<file path="src/rtl/alu_pipe_pkg.sv">
// Shared opcode/state encodings and opcode classification helpers for the execute unit.
package alu_pipe_pkg;

  typedef enum logic [3:0] {
    OP_ADD  = 4'b0000,
    OP_NOT  = 4'b0001,
    OP_AND  = 4'b0010,
    OP_OR   = 4'b0011,
    OP_SRA  = 4'b0100,
    OP_SLL  = 4'b0101,
    OP_BEQZ = 4'b0110,
    OP_BNEZ = 4'b0111,
    OP_XOR  = 4'b1000,
    OP_SUB  = 4'b1001
  } alu_op_t;

  typedef enum logic [1:0] {
    ST_IDLE,
    ST_EXEC,
    ST_SHIFT
  } state_t;

  // Branches and the undefined (NOP) encodings never touch the register file.
  function automatic logic op_writes(input logic [3:0] op);
    return (op <= OP_SUB) && (op != OP_BEQZ) && (op != OP_BNEZ);
  endfunction

  function automatic logic op_is_shift(input logic [3:0] op);
    return (op == OP_SRA) || (op == OP_SLL);
  endfunction

endpackage

</file>
<file path="src/rtl/alu_regfile_pipe_alu_core.sv">
// Combinational ADD/SUB/logic/branch evaluation; shift ops pass operand a through
// (a zero-length shift), the multi-cycle shifter lives in the parent FSM.
module alu_core
  import alu_pipe_pkg::*;
#(
  parameter int DATA_W = 16
) (
  input  logic [3:0]        op,
  input  logic [DATA_W-1:0] a,
  input  logic [DATA_W-1:0] b,
  output logic [DATA_W-1:0] result,
  output logic              ovf,
  output logic              take_branch
);

  localparam int M = DATA_W - 1;

  always_comb begin
    result      = '0;
    ovf         = 1'b0;
    take_branch = 1'b0;
    case (op)
      OP_ADD: begin
        result = a + b;
        ovf    = (a[M] == b[M]) && (result[M] != a[M]);
      end
      OP_SUB: begin
        result = a - b;
        ovf    = (a[M] != b[M]) && (result[M] != a[M]);
      end
      OP_NOT:  result = ~b;
      OP_AND:  result = a & b;
      OP_OR:   result = a | b;
      OP_XOR:  result = a ^ b;
      OP_SRA,
      OP_SLL:  result = a;
      OP_BEQZ: take_branch = (a == '0);
      OP_BNEZ: take_branch = (a != '0);
      default: ;
    endcase
  end

endmodule

</file>
<file path="src/rtl/alu_regfile_pipe.sv">
// Register file + registered ALU stage with forwarding and a bit-serial shifter.
// Results 2 edges after issue (shifts: amount+1); in_ready drops while a shift has >1 step left.
module alu_regfile_pipe
  import alu_pipe_pkg::*;
#(
  parameter int  DATA_W   = 16,
  parameter int  NUM_REGS = 8,
  parameter int  ZERO_REG = 1,
  localparam int AW       = $clog2(NUM_REGS)
) (
  input  logic              clk,
  input  logic              rst,
  input  logic              in_valid,
  output logic              in_ready,
  input  logic [3:0]        op,
  input  logic [AW-1:0]     rs1_addr,
  input  logic [AW-1:0]     rs2_addr,
  input  logic [AW-1:0]     rd_addr,
  input  logic              wb_en,
  input  logic              src1_zero,
  input  logic              src2_imm,
  input  logic [DATA_W-1:0] imm,
  input  logic              ext_wr_en,
  input  logic [AW-1:0]     ext_wr_addr,
  input  logic [DATA_W-1:0] ext_wr_data,
  output logic              out_valid,
  output logic [DATA_W-1:0] out_result,
  output logic              out_ovf,
  output logic              out_take_branch
);

  localparam int                CW   = $clog2(DATA_W + 1);
  localparam logic [DATA_W-1:0] DW_V = DATA_W'(DATA_W);
  localparam logic [CW-1:0]     DW_C = CW'(DATA_W);

  state_t            state, nxt_state;
  logic [DATA_W-1:0] rf [NUM_REGS];

  logic [3:0]        e_op;
  logic [DATA_W-1:0] e_a, e_b;
  logic [AW-1:0]     e_rd;
  logic              e_wb;
  logic [CW-1:0]     e_cnt;

  logic [DATA_W-1:0] core_res;
  logic              core_ovf, core_br;

  logic              e_done, c_wr, accept, new_shift;
  logic [DATA_W-1:0] c_result, sh_next;
  logic [DATA_W-1:0] rd_a, rd_b, a_op, b_op;
  logic [CW-1:0]     amt;

  alu_core #(.DATA_W(DATA_W)) u_core (
    .op          (e_op),
    .a           (e_a),
    .b           (e_b),
    .result      (core_res),
    .ovf         (core_ovf),
    .take_branch (core_br)
  );

  // During SHIFT, e_a is the working shift register.
  assign sh_next  = (e_op == OP_SRA) ? {e_a[DATA_W-1], e_a[DATA_W-1:1]}
                                     : {e_a[DATA_W-2:0], 1'b0};
  assign e_done   = (state == ST_EXEC) || (state == ST_SHIFT && e_cnt == CW'(1));
  assign c_result = (state == ST_SHIFT) ? sh_next : core_res;
  assign c_wr     = e_done && e_wb && op_writes(e_op) && !(ZERO_REG != 0 && e_rd == '0);

  // Forward only the completing ALU result; ext writes land after this read.
  assign rd_a = (c_wr && e_rd == rs1_addr) ? c_result : rf[rs1_addr];
  assign rd_b = (c_wr && e_rd == rs2_addr) ? c_result : rf[rs2_addr];
  assign a_op = src1_zero ? '0 : rd_a;
  assign b_op = src2_imm ? imm : rd_b;
  assign amt  = (b_op >= DW_V) ? DW_C : CW'(b_op);
  assign new_shift = op_is_shift(op) && (amt != '0);
  assign accept    = in_valid && in_ready;

  always_ff @(posedge clk or negedge rst) begin
    if (!rst) state <= ST_IDLE;
    else      state <= nxt_state;
  end

  always_comb begin
    nxt_state = state;
    in_ready  = 1'b0;
    case (state)
      ST_IDLE, ST_EXEC: in_ready = 1'b1;
      ST_SHIFT:         in_ready = (e_cnt == CW'(1));
      default:          ;
    endcase
    if (in_ready) begin
      if (in_valid) nxt_state = new_shift ? ST_SHIFT : ST_EXEC;
      else          nxt_state = ST_IDLE;
    end
  end

  always_ff @(posedge clk or negedge rst) begin
    if (!rst) begin
      e_op  <= '0;
      e_a   <= '0;
      e_b   <= '0;
      e_rd  <= '0;
      e_wb  <= 1'b0;
      e_cnt <= '0;
    end else begin
      if (state == ST_SHIFT) begin
        e_a   <= sh_next;
        e_cnt <= e_cnt - CW'(1);
      end
      if (accept) begin
        e_op  <= op;
        e_a   <= a_op;
        e_b   <= b_op;
        e_rd  <= rd_addr;
        e_wb  <= wb_en;
        e_cnt <= amt;
      end
    end
  end

  always_ff @(posedge clk or negedge rst) begin
    if (!rst) begin
      out_valid       <= 1'b0;
      out_result      <= '0;
      out_ovf         <= 1'b0;
      out_take_branch <= 1'b0;
    end else begin
      out_valid <= e_done;
      if (e_done) begin
        out_result      <= c_result;
        out_ovf         <= (state == ST_EXEC) && core_ovf;
        out_take_branch <= (state == ST_EXEC) && core_br;
      end
    end
  end

  // ALU writeback is the later assignment so it wins an address collision.
  always_ff @(posedge clk or negedge rst) begin
    if (!rst) begin
      for (int i = 0; i < NUM_REGS; i++) rf[i] <= '0;
    end else begin
      if (ext_wr_en && !(ZERO_REG != 0 && ext_wr_addr == '0)) rf[ext_wr_addr] <= ext_wr_data;
      if (c_wr) rf[e_rd] <= c_result;
    end
  end

endmodule
</file>
<file path="config.mk">
export PLATFORM = sky130hd
export DESIGN_NAME = alu_regfile_pipe
export DESIGN_NICKNAME = d
export VERILOG_FILES = /design/src/rtl/alu_pipe_pkg.sv /design/src/rtl/alu_regfile_pipe_alu_core.sv /design/src/rtl/alu_regfile_pipe.sv
export SDC_FILE = /design/constraint.sdc
export NUM_CORES = 1
export LEC_CHECK = 0
export ABC_AREA = 1
export CORE_MARGIN = 1.5
export CORE_UTILIZATION = 57
export CTS_CLUSTER_SIZE = 30
export DETAILED_ROUTE_END_ITERATION = 12
export PLACE_DENSITY = 0.8
export RECOVER_POWER = 50
export SYNTH_ARGS = -nofsm -noshare
export SYNTH_HDL_FRONTEND = slang
export SYNTH_SLANG_ARGS = --single-unit
export TNS_END_PERCENT = 50
</file>
<file path="constraint.sdc">
create_clock -name clk -period 7.3 [get_ports clk]
set_input_delay 1.825 -clock clk [delete_from_list [all_inputs] [get_ports clk]]
set_output_delay 1.825 -clock clk [all_outputs]
set_load 0.005 [all_outputs]
</file>
# After elaboration in Yosys (flattened, before gate mapping)
# Cells that the tools add are included.
dict set report op_classes {
  add_sub_neg 3
  n_mul 0
  div 0
  magnitude_cmp 8
  n_eq_ne 22
  n_shift 0
  mux 31
  n_bitwise 8
  reduce_logical 31
}
# operator count
set op_table {}
lappend op_table {{bitwise mux 128 bit} 2}
lappend op_table {{2-to-1 mux 128 bit} 2}
lappend op_table {{2-to-1 mux 16 bit} 14}
lappend op_table {{one-hot mux 16 bit (7 select lines)} 1}
lappend op_table {{binary-select mux 16 bit (select 3 bit)} 2}
lappend op_table {{demux 16 bit (select 3 bit)} 2}
lappend op_table {{== test 4 x 3 -> 1 bit (second input constant)} 6}
lappend op_table {{logical AND 1 bit} 17}
lappend op_table {{adder 16 bit} 1}
lappend op_table {{AND 16 bit} 1}
lappend op_table {{>= comparator 16 x 5 -> 1 bit (second input constant)} 1}
lappend op_table {{>= comparator 4 bit (second input constant)} 4}
lappend op_table {{zero test 16 bit} 1}
lappend op_table {{NOT 16 bit} 1}
lappend op_table {{NOT 3 -> 4 bit} 4}
lappend op_table {{OR 16 bit} 1}
lappend op_table {{nonzero test 16 bit} 1}
lappend op_table {{subtractor 16 bit} 1}
lappend op_table {{bitwise XOR 16 bit} 1}
lappend op_table {{2-to-1 mux 5 bit} 3}
lappend op_table {{== test 4 x 2 -> 1 bit (second input constant)} 2}
lappend op_table {{== test 4 bit (second input constant)} 2}
lappend op_table {{< comparator 4 x 1 -> 1 bit (second input constant)} 2}
lappend op_table {{!= test 4 x 3 -> 1 bit (second input constant)} 2}
lappend op_table {{19 further kinds} 29}
dict set report totals {
  regBits 194
  latchBits 0
  ramBits 0
  mem_bits_ro 0
  output_inout_bits 20
  word_cells 122
  memories 0
}

# Longest topological paths before layout
dict set report logic_depth {
  depth_word 15
  mapped_depth 24
  ltp_nobuf 23
}

# Cells and area by module
# A second synthesis with hierarchy kept.
dict set report unflattened {
  hier_cells 2304
  area_unflattened_um2 14930.6
}
# module instances cells_each area_per_inst_um2 seq_area_each_um2
set by_module_without_submodules {}
lappend by_module_without_submodules {alu_regfile_pipe 1 1752 11987.7 4854.7}
lappend by_module_without_submodules {alu_core 1 552 2942.8 0.0}

# Least setup slack after synthesis
# No wires, ideal clock.
dict set report synth_timing {
  path_type {input-to-reg}
  startpoint {input rs2_addr[2]}
  endpoint {register e_cnt[4]}
  setup_time_ns 0.119
  arrival_ns 3.439
  path_slack_ns 3.743
  path_stages 14
  cell_sequence {clkbuf_1 > xnor2_1 > inv_1 > nor2_1 > nand2_4 > inv_4 > buf_6 > nand3_1 > a21boi_2 > nand2_1 > nor2_2 > nand3_2 > nor3_2 > nor2_1}
}
dict set report synth_between {
  elab_chain_len 9
  word_cells_on_any_way 11
  classes_between {order compare (1); eq/ne (1); mux (7); bitwise (1); reduce/logical (1)}
}
# element line
set synth_lines {}
lappend synth_lines {{start: declaration} alu_regfile_pipe.sv:17} ;# input logic [AW-1:0] rs2_addr,
lappend synth_lines {{NOT 3 -> 4 bit (implied by the code)} alu_regfile_pipe.sv:71} ;# assign rd_b = (c_wr && e_rd == rs2_addr) ? c_result : rf[rs2_addr];
lappend synth_lines {{binary-select mux 16 bit (select 3 bit)} alu_regfile_pipe.sv:71}
lappend synth_lines {{2-to-1 mux 16 bit (implied by the code) (2 in a row)} alu_regfile_pipe.sv:71}
lappend synth_lines {{2-to-1 mux 16 bit (*)} alu_regfile_pipe.sv:71}
lappend synth_lines {{2-to-1 mux 16 bit (*)} alu_regfile_pipe.sv:73} ;# assign b_op = src2_imm ? imm : rd_b;
lappend synth_lines {{>= comparator 16 x 5 -> 1 bit} alu_regfile_pipe.sv:74} ;# assign amt = (b_op >= DW_V) ? DW_C : CW'(b_op);
lappend synth_lines {{2-to-1 mux 5 bit (*)} alu_regfile_pipe.sv:74}
lappend synth_lines {{2-to-1 mux 5 bit (*)} alu_regfile_pipe.sv:110} ;# if (accept) begin
lappend synth_lines {{end signal: assignment} alu_regfile_pipe.sv:108} ;# e_cnt <= e_cnt - CW'(1);
lappend synth_lines {{end signal: assignment} alu_regfile_pipe.sv:116} ;# e_cnt <= amt;
lappend synth_lines {{end: declaration} alu_regfile_pipe.sv:43} ;# logic [CW-1:0] e_cnt;
# Mark *: on every way between the ends. The rest lies on a longest branch, timed or not. The select of a mux whose other input is x is not followed.
# A chain may end at the register's enable or synchronous reset.

==> results by group <==
Detailed routing
  • Post-route DRC: 0
  • Drt first pass iters: 8
  • Vias: approximately 15000
  • Vias per cell: 6.232
  • Iteration-0 DRC Markers: 1704
  • Wirelength per Cell: a little under 20 um
  • Antenna Violating Nets Remaining: 0
  • Post-Route WL: between 40000 and 50000 um

Cells and area
  • Diodes inserted: 0
  • Final Net Count: between 2000 and 2500
  • Post-layout util: 0.6287
  • Synth-to-layout area growth: 8.918%
  • Final Non-Filler Cells: about 2400
  • Design area: 0.01570 sq mm
  • Share of cells above drive strength 1: 0.05109

Timing
  • Worst Tran Pin Value: between 3 and 4 ns
  • Setup TNS: 0 ns
  • RSZ-0062 raised after global routing: no
  • Peak Freq: 0.1914 GHz
  • Max-slew headroom: -1.026
  • Max-slew violations: 140
  • Final Hold Fails: 0
  • Endpoints failing setup: 0
  • Clk_skew: about 0.025 ns
  • Final Cycle Share: 0.7158
  • Tmin final: roughly 5.2 ns

Worst setup path
  • RR Startpoint: e_op[1]
  • Top delay family on crit path: buffers and inverters
  • CP max stage cell: clkbuf_1
  • Worst Setup End Kind: async pin
  • Worst Path Max Fanout: between 60 and 70
  • Crit path largest cell delay: 2.11 ns
  • Worst reg2reg setup slack: roughly 3.5 ns
  • Kind of critical path: in -> async
  • Worst path required time: approximately 7.6 ns
  • Worst path cell trace: clkbuf_1 > clkbuf_2
  • Worst Path Arrival: between 5 and 6 ns
  • WP buf/inv: 2
  • Worst R2R End: e_cnt[2]
  • Startpoint types: input port
  • Worst Reg-to-Reg Cells: 13

Place
  • Detail Placement HPWL: 33140 um
  • IO Port Bufs: 74
  • GPL Wtd Cong: around 0.95
  • Cell Area, Placed: around 0.015 sq mm
  • Placed insts: between 2000 and 2500

Pwr
  • Total power: about 2.7 mW
  • Peak VDD IR: about 0.17 mV
  • Power per cell area: between 150 and 200 mW/mm^2
  • Leak: between 7 and 8 nW

Clocking
  • Cts bufs inserted: 17
  • Clock slew at reported path FFs: roughly 0.08 ns
  • Post-CTS Resized: 0
  • Clk buf depth: 2
  • Num Clock Sinks: between 150 and 200
  • Clock latency on the worst-skew pair: ~0.45 ns
  • Post-CTS Hold Fix Bufs: 0
  • Root Buffer: clkbuf_16
  • CTS tree: done
  • Setup bufs post-CTS: 0
  • H-Tree Depth: 4

Yosys
  • Yosys Warn Count: 0
  • Largest area contributor in the netlist: dfrtp_1
  • Syn nets: roughly 2200
  • Top FF cell, synth: dfrtp_1
  • Syn avg cell area: 6.938 sq um
  • Register area share after synthesis: 0.3369
  • Post-synth EDFFs: 0
  • Main area contributors after synthesis: dfrtp_1 34%, nand2_1 9.3%, a21oi_1 8.8%
  • Async set-reset flop share out of synthesis: 1.000
  • Synthesis-stage register bit count: just under 200
  • Yosys cell types: 53
  • Yosys top cell area share: 0.3369
  • Post-Syn Area: approximately 0.014 sq mm
  • Mapped Cells: between 2000 and 2500

Run
  • Max-Cap Viols: 3

Floorplan
  • Starting Density: 0.5772
  • Row count: a little under 60
  • Die outline height: about 160 um
  • Die X: ~160 um
  • Die Area: 0.02624 sq mm
  • Io pins: 75
  • Core area: roughly 0.025 sq mm

Worst hold path
  • Hold Path End: rf[119]
  • Worst hold stages: 0
  • HP Start: rf[119]
  • Worst hold path class: reg -> reg

GRT
  • First-pass GRT wire length: ~74000 um
  • GRT Overall Usage: 0.3598
  • Vias in the first global route: about 14000
  • Largest net degree at the start of global routing: between 90 and 100
  • Initial antenna violation count: 0
  • Gr ovfl total: 0

Outcome
  • Status: complete, but fails checks
  • Failing checks: capacitance limit, slew limit
final cells by class:
class | instances | area (sq um)
Fill cell | 2280 | 9269
Multi-Input combinational cell | 1481 | 7998
Sequential cell | 194 | 4855
Inverter | 255 | 962.2
Timing Repair Buffer | 93 | 872.1
Clock buffer | 18 | 429.2
Tap cell | 330 | 412.9
Clock inverter | 14 | 166.4
through the flow:
stage                     hold WS, ns  worst slack (ns)
after CTS                      0.3809             2.645
after global routing           0.3910             1.228
after global placement         0.3658             2.323
after floorplan                0.4290             3.743
final                          0.3778             2.075
after detailed placement       0.3656             2.195
logic make-up (layout without fill, tap and decap cells):
family / after synthesis / after routing / synth area share
xor gates and xnor gates: 11 / 11 / 0.006686
buffers and inverters: 402 / 380 / 0.1100
DFF: 194 / 194 / 0.3369
and+or+nand+nor: 754 / 754 / 0.2248
muxes: 4 / 4 / 0.002779
AOI/OAI and AO/OA: 659 / 659 / 0.2718
adders and majority gates: 53 / 53 / 0.04706
cells in the final DEF (no fill, tap or decap), types with 5 or more instances in the layout:
cell               n
nand2_1          359
xnor2_1            6
dfrtp_1          194
o22ai_1           22
nor3_1            17
clkinv_8           5
o21ai_0          156
nor2_2             7
nand4_1           23
inv_2             13
a21oi_1          254
nand2_2            5
nor4_1             5
o221ai_1          16
xor2_1             5
a211oi_1         106
nor2_1           192
clkdlybuf4s50_1   71
o211ai_1          74
buf_4             19
a31oi_1            7
clkbuf_16         17
ha_1              51
inv_1            238
nand3_1          125
cells in the mapped netlist, drive strengths merged (2+ instances only):
cell type  count
a211oi       106
a21boi         5
a21oi        256
a31oi          7
buf           27
clkbuf       120
clkinv         2
dfrtp        194
fa             2
ha            51
inv          253
mux2i          4
nand2        367
nand3        129
nand4         24
nor2         205
nor3          21
nor4           5
o211ai        75
o21ai        161
o21bai         4
o221ai        16
o22ai         22
o31ai          2
or2            2
xnor2          6
xor2           5
metal layers:
| layer | global-route usage | routed length [um] |
|---|---|---|
| met5 | 0 | 0 |
| met1 | 0.4904 | 19320 |
| met4 | 0.1551 | 1751 |
| met2 | 0.5702 | 21470 |
| met3 | 0.05618 | 4214 |
worst max path at each step:
stage / startpoint / endpoint / cells after the start
6_report: rst / e_wb / 2
5_1_grt: rst / e_wb / 2
4_1_cts: rs2_addr[0] / state[0] / 15
3_5_place_dp: rs2_addr[0] / state[1] / 14
3_3_place_gp: rs2_addr[0] / state[1] / 14
2_1_floorplan: rs2_addr[2] / e_cnt[4] / 14
power breakdown:
part / leakage [nW] / internal (mW) / switching (mW)
Sequential: 2.35 / 1.19 / 0.102
Clock: 0.285 / 0.462 / 0.483
Combinational: 4.52 / 0.185 / 0.270
Total: 7.16 / 1.84 / 0.855
registers in the layout, summed over array words and instances (netlist names), 2 cells and up:
name	count
e_a	16
out_result	16
rf	128
e_b	16
e_op	4
state	2
e_cnt	5
e_rd	3
Note: power is estimated with default switching activity, not from simulation.
